--- config.mk ---
export PLATFORM = sky130hd
export DESIGN_NAME = pwm_dir_capture_flat
export DESIGN_NICKNAME = d
export VERILOG_FILES = /design/src/rtl/pwm_dir_capture_if.sv /design/src/rtl/pwm_dir_capture.sv /design/src/flat_wrapper.sv
export SDC_FILE = /design/constraint.sdc
export NUM_CORES = 1
export LEC_CHECK = 0
export ABC_AREA = 1
export BUFFER_PORTS_ARGS = -buffer_cell sky130_fd_sc_hd__buf_2
export CORE_MARGIN = 3
export CORE_UTILIZATION = 50
export DETAILED_ROUTE_END_ITERATION = 10
export PLACE_DENSITY = 0.76
export SYNTH_ARGS = -nofsm -noshare
export SYNTH_HDL_FRONTEND = slang
export SYNTH_SLANG_ARGS = --single-unit
--- constraint.sdc ---
create_clock -name clk -period 3.3 [get_ports clk]
set_input_delay 0.66 -clock clk [delete_from_list [all_inputs] [get_ports clk]]
set_output_delay 0.66 -clock clk [all_outputs]
set_load 0.1 [all_outputs]
--- src/rtl/pwm_dir_capture_if.sv ---
// Bundles the PWM/direction capture signals between a stimulus source
// (master) and the capture block (slave). Clock and reset stay plain ports.
`timescale 1ns/1ps

interface pwm_dir_capture_if;
  logic       en;
  logic       pwm_in;
  logic       dir_in;
  logic [6:0] duty_cycle;
  logic       dir_out;
  logic       valid;
  logic       stalled;

  modport master (
    output en, pwm_in, dir_in,
    input  duty_cycle, dir_out, valid, stalled
  );

  modport slave (
    input  en, pwm_in, dir_in,
    output duty_cycle, dir_out, valid, stalled
  );
endinterface

--- src/rtl/pwm_dir_capture.sv ---
// PWM duty-cycle and direction capture.
// Measures the high time and period of an asynchronous PWM input between
// consecutive rising edges, divides to a whole percentage with a 7-step
// restoring divider, and publishes it together with the direction level
// sampled at the same rising edge.
// Optional feature: define PWM_DIR_CAPTURE_TIMEOUT_EN to add stall
// detection (no rising edge for 2*PERIOD_COUNT cycles).
`timescale 1ns/1ps

module pwm_dir_capture #(
  parameter int unsigned CLK_FREQUENCY = 60_000_000,
  parameter int unsigned PWM_FREQUENCY = 100_000
) (
  input logic              clk,
  input logic              reset_n,
  pwm_dir_capture_if.slave bus
);

  localparam int unsigned PERIOD_COUNT = CLK_FREQUENCY / PWM_FREQUENCY;
  localparam int unsigned CNT_MAX      = 2 * PERIOD_COUNT;
  localparam int          CW           = $clog2(CNT_MAX + 1);
  localparam int          DW           = CW + 7;
  localparam logic [CW-1:0] CNT_SAT    = CW'(CNT_MAX);
  localparam logic [DW-1:0] PCT_SCALE  = DW'(100);

  typedef enum logic [1:0] {
    IDLE,
    ARM,
    MEASURE,
    DIVIDE
  } state_t;

  state_t state, next_state;

  logic pwm_meta, sync_pwm, sync_pwm_prev;
  logic dir_meta, sync_dir;
  logic rise;

  logic [CW-1:0] period_cnt, high_cnt;
  logic [DW-1:0] rem, dsh;
  logic [6:0]    quot;
  logic [2:0]    div_cnt;
  logic          dir_lat;
  logic          div_done;

  logic       cnt_clear, cnt_restart;
  logic       div_load, div_step, div_last;
  logic       timeout_hit;

  logic [6:0] duty_q;
  logic       dir_q, valid_q, stalled_q;

  // Two-flop synchronizers for the asynchronous PWM and direction inputs.
  // NOTE: sequential state uses non-blocking assignments so every register
  // updates from pre-edge values regardless of statement order.
  always_ff @(posedge clk or negedge reset_n) begin
    if (!reset_n) begin
      pwm_meta      <= 1'b0;
      sync_pwm      <= 1'b0;
      sync_pwm_prev <= 1'b0;
      dir_meta      <= 1'b0;
      sync_dir      <= 1'b0;
    end else begin
      pwm_meta      <= bus.pwm_in;
      sync_pwm      <= pwm_meta;
      sync_pwm_prev <= sync_pwm;
      dir_meta      <= bus.dir_in;
      sync_dir      <= dir_meta;
    end
  end

  assign rise = sync_pwm & ~sync_pwm_prev;

  // State register.
  always_ff @(posedge clk or negedge reset_n) begin
    if (!reset_n) state <= IDLE;
    else          state <= next_state;
  end

  // Next-state and control decode; a rise always restarts the measurement,
  // which also aborts a division still in progress.
  // NOTE: every output gets a default first, so no path through the case
  // leaves a signal unassigned and no latch is inferred.
  always_comb begin
    next_state  = state;
    cnt_clear   = 1'b0;
    cnt_restart = 1'b0;
    div_load    = 1'b0;
    div_step    = 1'b0;
    div_last    = 1'b0;
    if (!bus.en) begin
      next_state = IDLE;
      cnt_clear  = 1'b1;
    end else begin
      case (state)
        IDLE: begin
          cnt_clear  = 1'b1;
          next_state = ARM;
        end
        ARM: begin
          if (rise) begin
            cnt_restart = 1'b1;
            next_state  = MEASURE;
          end
        end
        MEASURE: begin
          if (rise) begin
            cnt_restart = 1'b1;
            div_load    = 1'b1;
            next_state  = DIVIDE;
          end
        end
        DIVIDE: begin
          if (rise) begin
            cnt_restart = 1'b1;
            div_load    = 1'b1;
          end else begin
            div_step = 1'b1;
            if (div_cnt == 3'd6) begin
              div_last   = 1'b1;
              next_state = MEASURE;
            end
          end
        end
        default: next_state = IDLE;
      endcase
    end
  end

`ifdef PWM_DIR_CAPTURE_TIMEOUT_EN
  // Fires once when the period counter saturates without a rising edge;
  // stalled_q suppresses repeats while the counter sits at saturation.
  assign timeout_hit = bus.en && !rise && !stalled_q &&
                       (period_cnt == CNT_SAT) &&
                       ((state == ARM) || (state == MEASURE));
`else
  assign timeout_hit = 1'b0;
`endif

  // Period and high-time counters; the rise cycle itself is counted after a
  // restart, and both counters saturate at twice the nominal period.
  always_ff @(posedge clk or negedge reset_n) begin
    if (!reset_n) begin
      period_cnt <= '0;
      high_cnt   <= '0;
    end else if (cnt_clear) begin
      period_cnt <= '0;
      high_cnt   <= '0;
    end else if (cnt_restart) begin
      period_cnt <= CW'(1);
      high_cnt   <= CW'(1);
    end else begin
      if (period_cnt != CNT_SAT) period_cnt <= period_cnt + CW'(1);
      if (sync_pwm && (high_cnt != CNT_SAT)) high_cnt <= high_cnt + CW'(1);
    end
  end

  // Restoring divider: high*100 / period. Since high <= period the quotient
  // is at most 100, so only the 7 shifts period<<6 .. period<<0 are tried.
  // NOTE: the divider datapath is reset as well, so no X can ever reach
  // duty_cycle even if a division is aborted early.
  always_ff @(posedge clk or negedge reset_n) begin
    if (!reset_n) begin
      rem      <= '0;
      dsh      <= '0;
      quot     <= '0;
      div_cnt  <= '0;
      dir_lat  <= 1'b0;
      div_done <= 1'b0;
    end else begin
      div_done <= div_last;
      if (div_load) begin
        rem     <= DW'(high_cnt) * PCT_SCALE;
        dsh     <= DW'(period_cnt) << 6;
        quot    <= '0;
        div_cnt <= '0;
        dir_lat <= sync_dir;
      end else if (div_step) begin
        if (rem >= dsh) begin
          rem  <= rem - dsh;
          quot <= {quot[5:0], 1'b1};
        end else begin
          quot <= {quot[5:0], 1'b0};
        end
        dsh     <= dsh >> 1;
        div_cnt <= div_cnt + 3'd1;
      end
    end
  end

  // Output registers: publish a finished division or a stall report, and
  // clear everything while capture is disabled.
  always_ff @(posedge clk or negedge reset_n) begin
    if (!reset_n) begin
      duty_q    <= '0;
      dir_q     <= 1'b0;
      valid_q   <= 1'b0;
      stalled_q <= 1'b0;
    end else if (!bus.en) begin
      duty_q    <= '0;
      dir_q     <= 1'b0;
      valid_q   <= 1'b0;
      stalled_q <= 1'b0;
    end else begin
      valid_q <= 1'b0;
      if (div_done) begin
        duty_q    <= (quot > 7'd100) ? 7'd100 : quot;
        dir_q     <= dir_lat;
        stalled_q <= 1'b0;
        valid_q   <= 1'b1;
      end else if (timeout_hit) begin
        duty_q    <= sync_pwm ? 7'd100 : 7'd0;
        dir_q     <= sync_dir;
        stalled_q <= 1'b1;
        valid_q   <= 1'b1;
      end
    end
  end

  assign bus.duty_cycle = duty_q;
  assign bus.dir_out    = dir_q;
  assign bus.valid      = valid_q;
  assign bus.stalled    = stalled_q;

endmodule

--- src/flat_wrapper.sv ---
// flat-port wrapper written by rule: the top's interface ports become plain ports
module pwm_dir_capture_flat 
#(
  parameter int unsigned CLK_FREQUENCY = 60_000_000,
  parameter int unsigned PWM_FREQUENCY = 100_000
)
  (clk, reset_n, bus_en, bus_pwm_in, bus_dir_in, bus_duty_cycle, bus_dir_out, bus_valid, bus_stalled);
  pwm_dir_capture_if bus_i ();
  input logic clk;
  input logic reset_n;
  input wire logic [$bits(bus_i.en)-1:0] bus_en;
  input wire logic [$bits(bus_i.pwm_in)-1:0] bus_pwm_in;
  input wire logic [$bits(bus_i.dir_in)-1:0] bus_dir_in;
  output wire logic [$bits(bus_i.duty_cycle)-1:0] bus_duty_cycle;
  output wire logic [$bits(bus_i.dir_out)-1:0] bus_dir_out;
  output wire logic [$bits(bus_i.valid)-1:0] bus_valid;
  output wire logic [$bits(bus_i.stalled)-1:0] bus_stalled;
  assign bus_i.en = bus_en;
  assign bus_i.pwm_in = bus_pwm_in;
  assign bus_i.dir_in = bus_dir_in;
  assign bus_duty_cycle = bus_i.duty_cycle;
  assign bus_dir_out = bus_i.dir_out;
  assign bus_valid = bus_i.valid;
  assign bus_stalled = bus_i.stalled;
  pwm_dir_capture #(.CLK_FREQUENCY(CLK_FREQUENCY), .PWM_FREQUENCY(PWM_FREQUENCY)) u_core (.clk(clk), .reset_n(reset_n), .bus(bus_i));
endmodule
======== Word level (Yosys, flattened, before mapping) ========
Index checks and enable logic that the tools add are counted.
word-level totals
  bits in registers ....................... 87
  input bits .............................. 5
  word-level logic and storage cells ...... 93
operators by class
  $add $sub $neg .......................... 4
  $mul .................................... 1
  $lt $le $gt $ge ......................... 2
  equality and inequality tests ........... 11
  multiplexer cells ....................... 45
  bitwise gates (word level) .............. 2
  reduce and logical (&&, ||, !) cells .... 10
operators by type and width
  kind                     number
  $mux W18                 5
  $mux W11                 6
  $mux W7                  5
  $add A11 B1 Y11 const B  2
  $ne A11 B11 Y1 const B   2
  $mux W1                  21
  $ge A18 B18 Y1           1
  $sub A18 B18 Y18         1
  $mul A11 B5 Y16 const B  1
  $mux W2                  5
  $ne A3 B2 Y1 const B     3
  $pmux W2 S4              1
  $gt A7 B7 Y1 const B     1
  $mux W3                  2
  $reduce_bool A3 Y1       2
  $eq A2 B2 Y1 const B     2
  $reduce_and A4 Y1        1
  $reduce_bool A2 Y1       2
  $add A3 B1 Y3 const B    1
  $eq A3 B3 Y1 const B     1
  $ne A3 B3 Y1 const B     1
  $reduce_or A3 Y1         1
  $eq A2 B1 Y1 const B     1
  $logic_not A2 Y1         1
  other kinds (6)          6

======== Logic depth before layout (Yosys ltp) ========
  depth after elaboration ................. 7
  gate-level depth with buffers ........... 17
  mapped depth without buffers ............ 17

======== Worst setup path after synthesis ========
No wires, ideal clock.
  kind .................................... register to register
  start ................................... register u_core.high_cnt[6]
  end ..................................... register u_core.rem[13]
  setup time .............................. 65 ps
  arrival ................................. 2684 ps
  required time ........................... 3235 ps
  slack ................................... 551 ps
  stages on the path, launching flop included .. 17
  period minus slack after synthesis ...... 2749 ps
  path through ............................ dfrtp_1 inv_1 ha_1 inv_1 ha_1 inv_1 fa_1 inv_1 ha_1 a21oi_1 o21ai_0 a21oi_1 xor2_1 nand2_1 nand2_1 nand2_1 nand2_1
on the way
  cells in the longest elaborated chain, start to end .. 2
ends and longest elaborated chain
  element                   RTL line                RTL
  start: declaration        pwm_dir_capture.sv:39   logic [CW-1:0] period_cnt, high_cnt;
  start signal: assignment  pwm_dir_capture.sv:154  if (sync_pwm && (high_cnt != CNT_SAT)) high_cnt <= high_cnt + CW'(1);
  $mul A11 B5 Y16           pwm_dir_capture.sv:173  rem <= DW'(high_cnt) * PCT_SCALE;
  $mux W18                  pwm_dir_capture.sv:172  if (div_load) begin
  end signal: assignment    pwm_dir_capture.sv:173
  end signal: assignment    pwm_dir_capture.sv:180  rem <= rem - dsh;
  end: declaration          pwm_dir_capture.sv:40   logic [DW-1:0] rem, dsh;
No other way between the ends.
A chain may end at the register's enable or synchronous reset.

======== Worst setup path in the final report ========
Same ends and word-level chain as after synthesis.

==> results.sh <==
export IMPL_clk_pin_slew_worst_paths_ns=0.07
export IMPL_critPathLaunch="u_core.high_cnt[6]"
export IMPL_synth_edf_count=0
export IMPL_slew_headroom_pct=56.2
export IMPL_worst_slew_pin_slew_ns=0.655
export IMPL_slew_violations=0
export IMPL_grt_pass1_vias=5006
export IMPL_gp_congestion=0.905
export IMPL_crit_path_end_kind="flop"
export IMPL_ys_ff_latch=85
export IMPL_clock_sinks=85
export IMPL_fin_hold_ws_ns=0.312
export IMPL_seq_area_frac_synth_pct=36.1
export IMPL_netlist_instances=772
export IMPL_cts_tree="done"
export IMPL_cts_buffer_depth=2
export IMPL_cp_data_required_time_ns=3.58
export IMPL_crit_arrival_ns=3.30
export IMPL_post_cts_buffers=0
export IMPL_critPathCapture="u_core.rem[13]"
export IMPL_synth_top_area_share_pct=36.1
export IMPL_timing_rr_end="u_core.rem[13]"
export IMPL_drc=0
export IMPL_wl_mm=13.3
export IMPL_ff2ff_setup_slack_ns=0.28
export IMPL_start_kind="flop"
export IMPL_avgSynthCellArea_sq_um=7.63
export IMPL_crit_fanout=4
export IMPL_cts_buffers=9
export IMPL_finalNetCount=863
export IMPL_die_w_um=115
export IMPL_placeableCoreArea_sq_um=11500
export IMPL_cts_max_level=3
export IMPL_rows=39
export IMPL_drtIter0Drc=335
export IMPL_fin_skew_ns=0.0103
export IMPL_rsz0062_at_grt="no"
export IMPL_wire_per_inst_um=14.2
export IMPL_antenna_left=0
export IMPL_io_buffers=13
export IMPL_power_density_nw_per_um2=839
export IMPL_dp_hpwl_mm=9.99
export IMPL_r2r_start="u_core.high_cnt[6]"
export IMPL_grt_max_degree=48
export IMPL_firstDrtPassIters=5
export IMPL_hold_viol_final=0
export IMPL_insertedDiodeCount=0
export IMPL_cts_root_buffer="clkbuf_16"
export IMPL_start_util_pct=51.4
export IMPL_io_pins=15
export IMPL_min_period_ns=3.02
export IMPL_place_area_sq_um=6110
export IMPL_max_cap_violations=0
export IMPL_drive_gt1_share_pct=7.57
export IMPL_finalSetupTns_ns=0
export IMPL_grt_ovfl_total=0
export IMPL_ir_drop_mv=0.462
export IMPL_place_inst=920
export IMPL_fmax_ghz=0.331
export IMPL_antenna_found_initial=0
export IMPL_die_area_sq_um=13100
export IMPL_syn_num_nets=847
export IMPL_yosys_most_used_dff="dfrtp_1"
export IMPL_p_total_mw=5.38
export IMPL_die_y_um=115
export IMPL_hold_path_class="input port to async pin"
export IMPL_fin_cells=936
export IMPL_synth_cell_area_sq_um=5890
export IMPL_globalRouteTotalUtil_pct=22.1
export IMPL_outcome="completed"
export IMPL_final_area_sq_um=6410
export IMPL_vias_per_cell=5.39
export IMPL_num_vias=5043
export IMPL_yosys_area_top_type="dfrtp_1"
export IMPL_async_flop_share_pct=100
export IMPL_clk_latency_ns=0.35
export IMPL_min_period_over_period_pct=91.5
export IMPL_setup_violations=0
export IMPL_synth_area_leaders="dfrtp_1, ha_1, nand2_1"
export IMPL_ys_warn_count=0
export IMPL_reg2regPathDepth=16
export IMPL_synthDistinctLibCells=42
export IMPL_syn_to_final_growth_pct=8.81
export IMPL_critPathKind="flop to flop"
export IMPL_grt_first_pass_wirelength_mm=23.5
export IMPL_leakagePower_nw=3.38
==> through the flow <==
stage	worst slack [ns]	util [%]
after floorplan	0.551	-
after global placement	0.368	53.2
after detailed placement	0.328	53.2
after CTS	0.241	55.9
after global routing	0.0203	55.9
final	0.281	55.9
==> timing repair <==
action / in CTS / in global routing
setup endpoints to repair: 0 / 1
hold buffers: 0 / 0
resized for setup: 0 / 1
==> registers in the layout (all words and copies together) (netlist names) <==
| signal | cells |
|---|---|
| u_core.bus.dir_out | 1 |
| u_core.bus.duty_cycle | 7 |
| u_core.bus.valid | 1 |
| u_core.dir_lat | 1 |
| u_core.dir_meta | 1 |
| u_core.div_cnt | 3 |
| u_core.div_done | 1 |
| u_core.dsh | 17 |
| u_core.high_cnt | 11 |
| u_core.period_cnt | 11 |
| u_core.pwm_meta | 1 |
| u_core.quot | 7 |
| u_core.rem | 18 |
| u_core.state | 2 |
| u_core.sync_dir | 1 |
| u_core.sync_pwm | 1 |
| u_core.sync_pwm_prev | 1 |
==> critical path, stage by stage, from the launching register on <==
cell and delay [ns]:
dfrtp_2 0.41, inv_1 0.08, ha_1 0.29, inv_1 0.04, ha_1 0.26, inv_1 0.05
fa_1 0.50, inv_1 0.04, ha_1 0.34, a21oi_1 0.20, o21ai_0 0.14, a21oi_1 0.16
xor2_1 0.18, nand2_1 0.07, nand2_1 0.07, nand2_1 0.06, nand2_1 0.06
==> where the power goes <==
part	switching (mW)	total (mW)	internal (mW)
sequential	0.163	1.48	1.31
clock	0.470	1.01	0.536
combinational	1.88	2.90	1.02
==> cells in the final DEF (no fill, tap or decap), types with 3 or more instances in the layout <==
cell type,Yosys,routed
clkbuf_16,0,9
o211ai_1,6,6
inv_2,6,6
dfrtp_1,85,84
o22ai_1,17,17
o21ai_0,38,38
nand2_2,8,8
nor3_1,14,14
buf_4,1,7
a21oi_1,39,39
nand3b_1,7,7
fa_1,7,7
ha_1,63,63
nand4_1,4,4
or2_2,3,3
o221ai_1,6,6
nand3_1,48,48
xnor2_1,4,4
buf_2,3,12
xor2_1,9,9
inv_1,113,113
nand2_1,209,209
nor2_1,47,47
==> area by class of cell <==
type                            instances  area [sq um]
Tap cell                              143           179
Timing Repair Buffer                   19           113
Sequential cell                        85          2130
Multi-Input combinational cell        554          3240
Inverter                              119           447
Clock buffer                            9           225
Clock inverter                          7          80.1
Fill cell                            1027          5050
==> how the worst min path moves through the flow <==
stage,startpoint,to,slack (ns),cells past startpoint
after floorplan,u_core.dir_meta,u_core.sync_dir,0.33,0
after global placement,u_core.dir_meta,u_core.sync_dir,0.33,0
after detailed placement,u_core.dir_meta,u_core.sync_dir,0.34,0
after CTS,reset_n,u_core.bus.duty_cycle[3],0.34,1
after global routing,reset_n,u_core.bus.duty_cycle[3],0.34,1
final,reset_n,u_core.bus.duty_cycle[3],0.31,1
==> synth_stat cells (8+ instances only) <==
master	count
inv_1	113
nor2_1	47
nand2_1	209
nor3_1	14
o22ai_1	17
dfrtp_1	85
a21oi_1	39
o21ai_0	38
ha_1	63
nand2_2	8
nand3_1	48
xor2_1	9
==> routing by layer <==
layer	routed length, um	global-route usage, %
met1	6060	30.0
met2	6290	35.9
met3	684	3.75
met4	291	7.44
met5	0	0
==> kinds of logic after synthesis <==
kind of cell / synth area share [%]
AO/OA/AOI/OAI: 11.3
XOR/XNOR: 1.93
adder cells (fa/ha/maj): 15.8
buffers and inverters: 8.92
flip-flops: 36.1
other: 0.0636
AND/OR/NAND/NOR: 25.9
No activity file was read; power rests on OpenSTA's default activity.
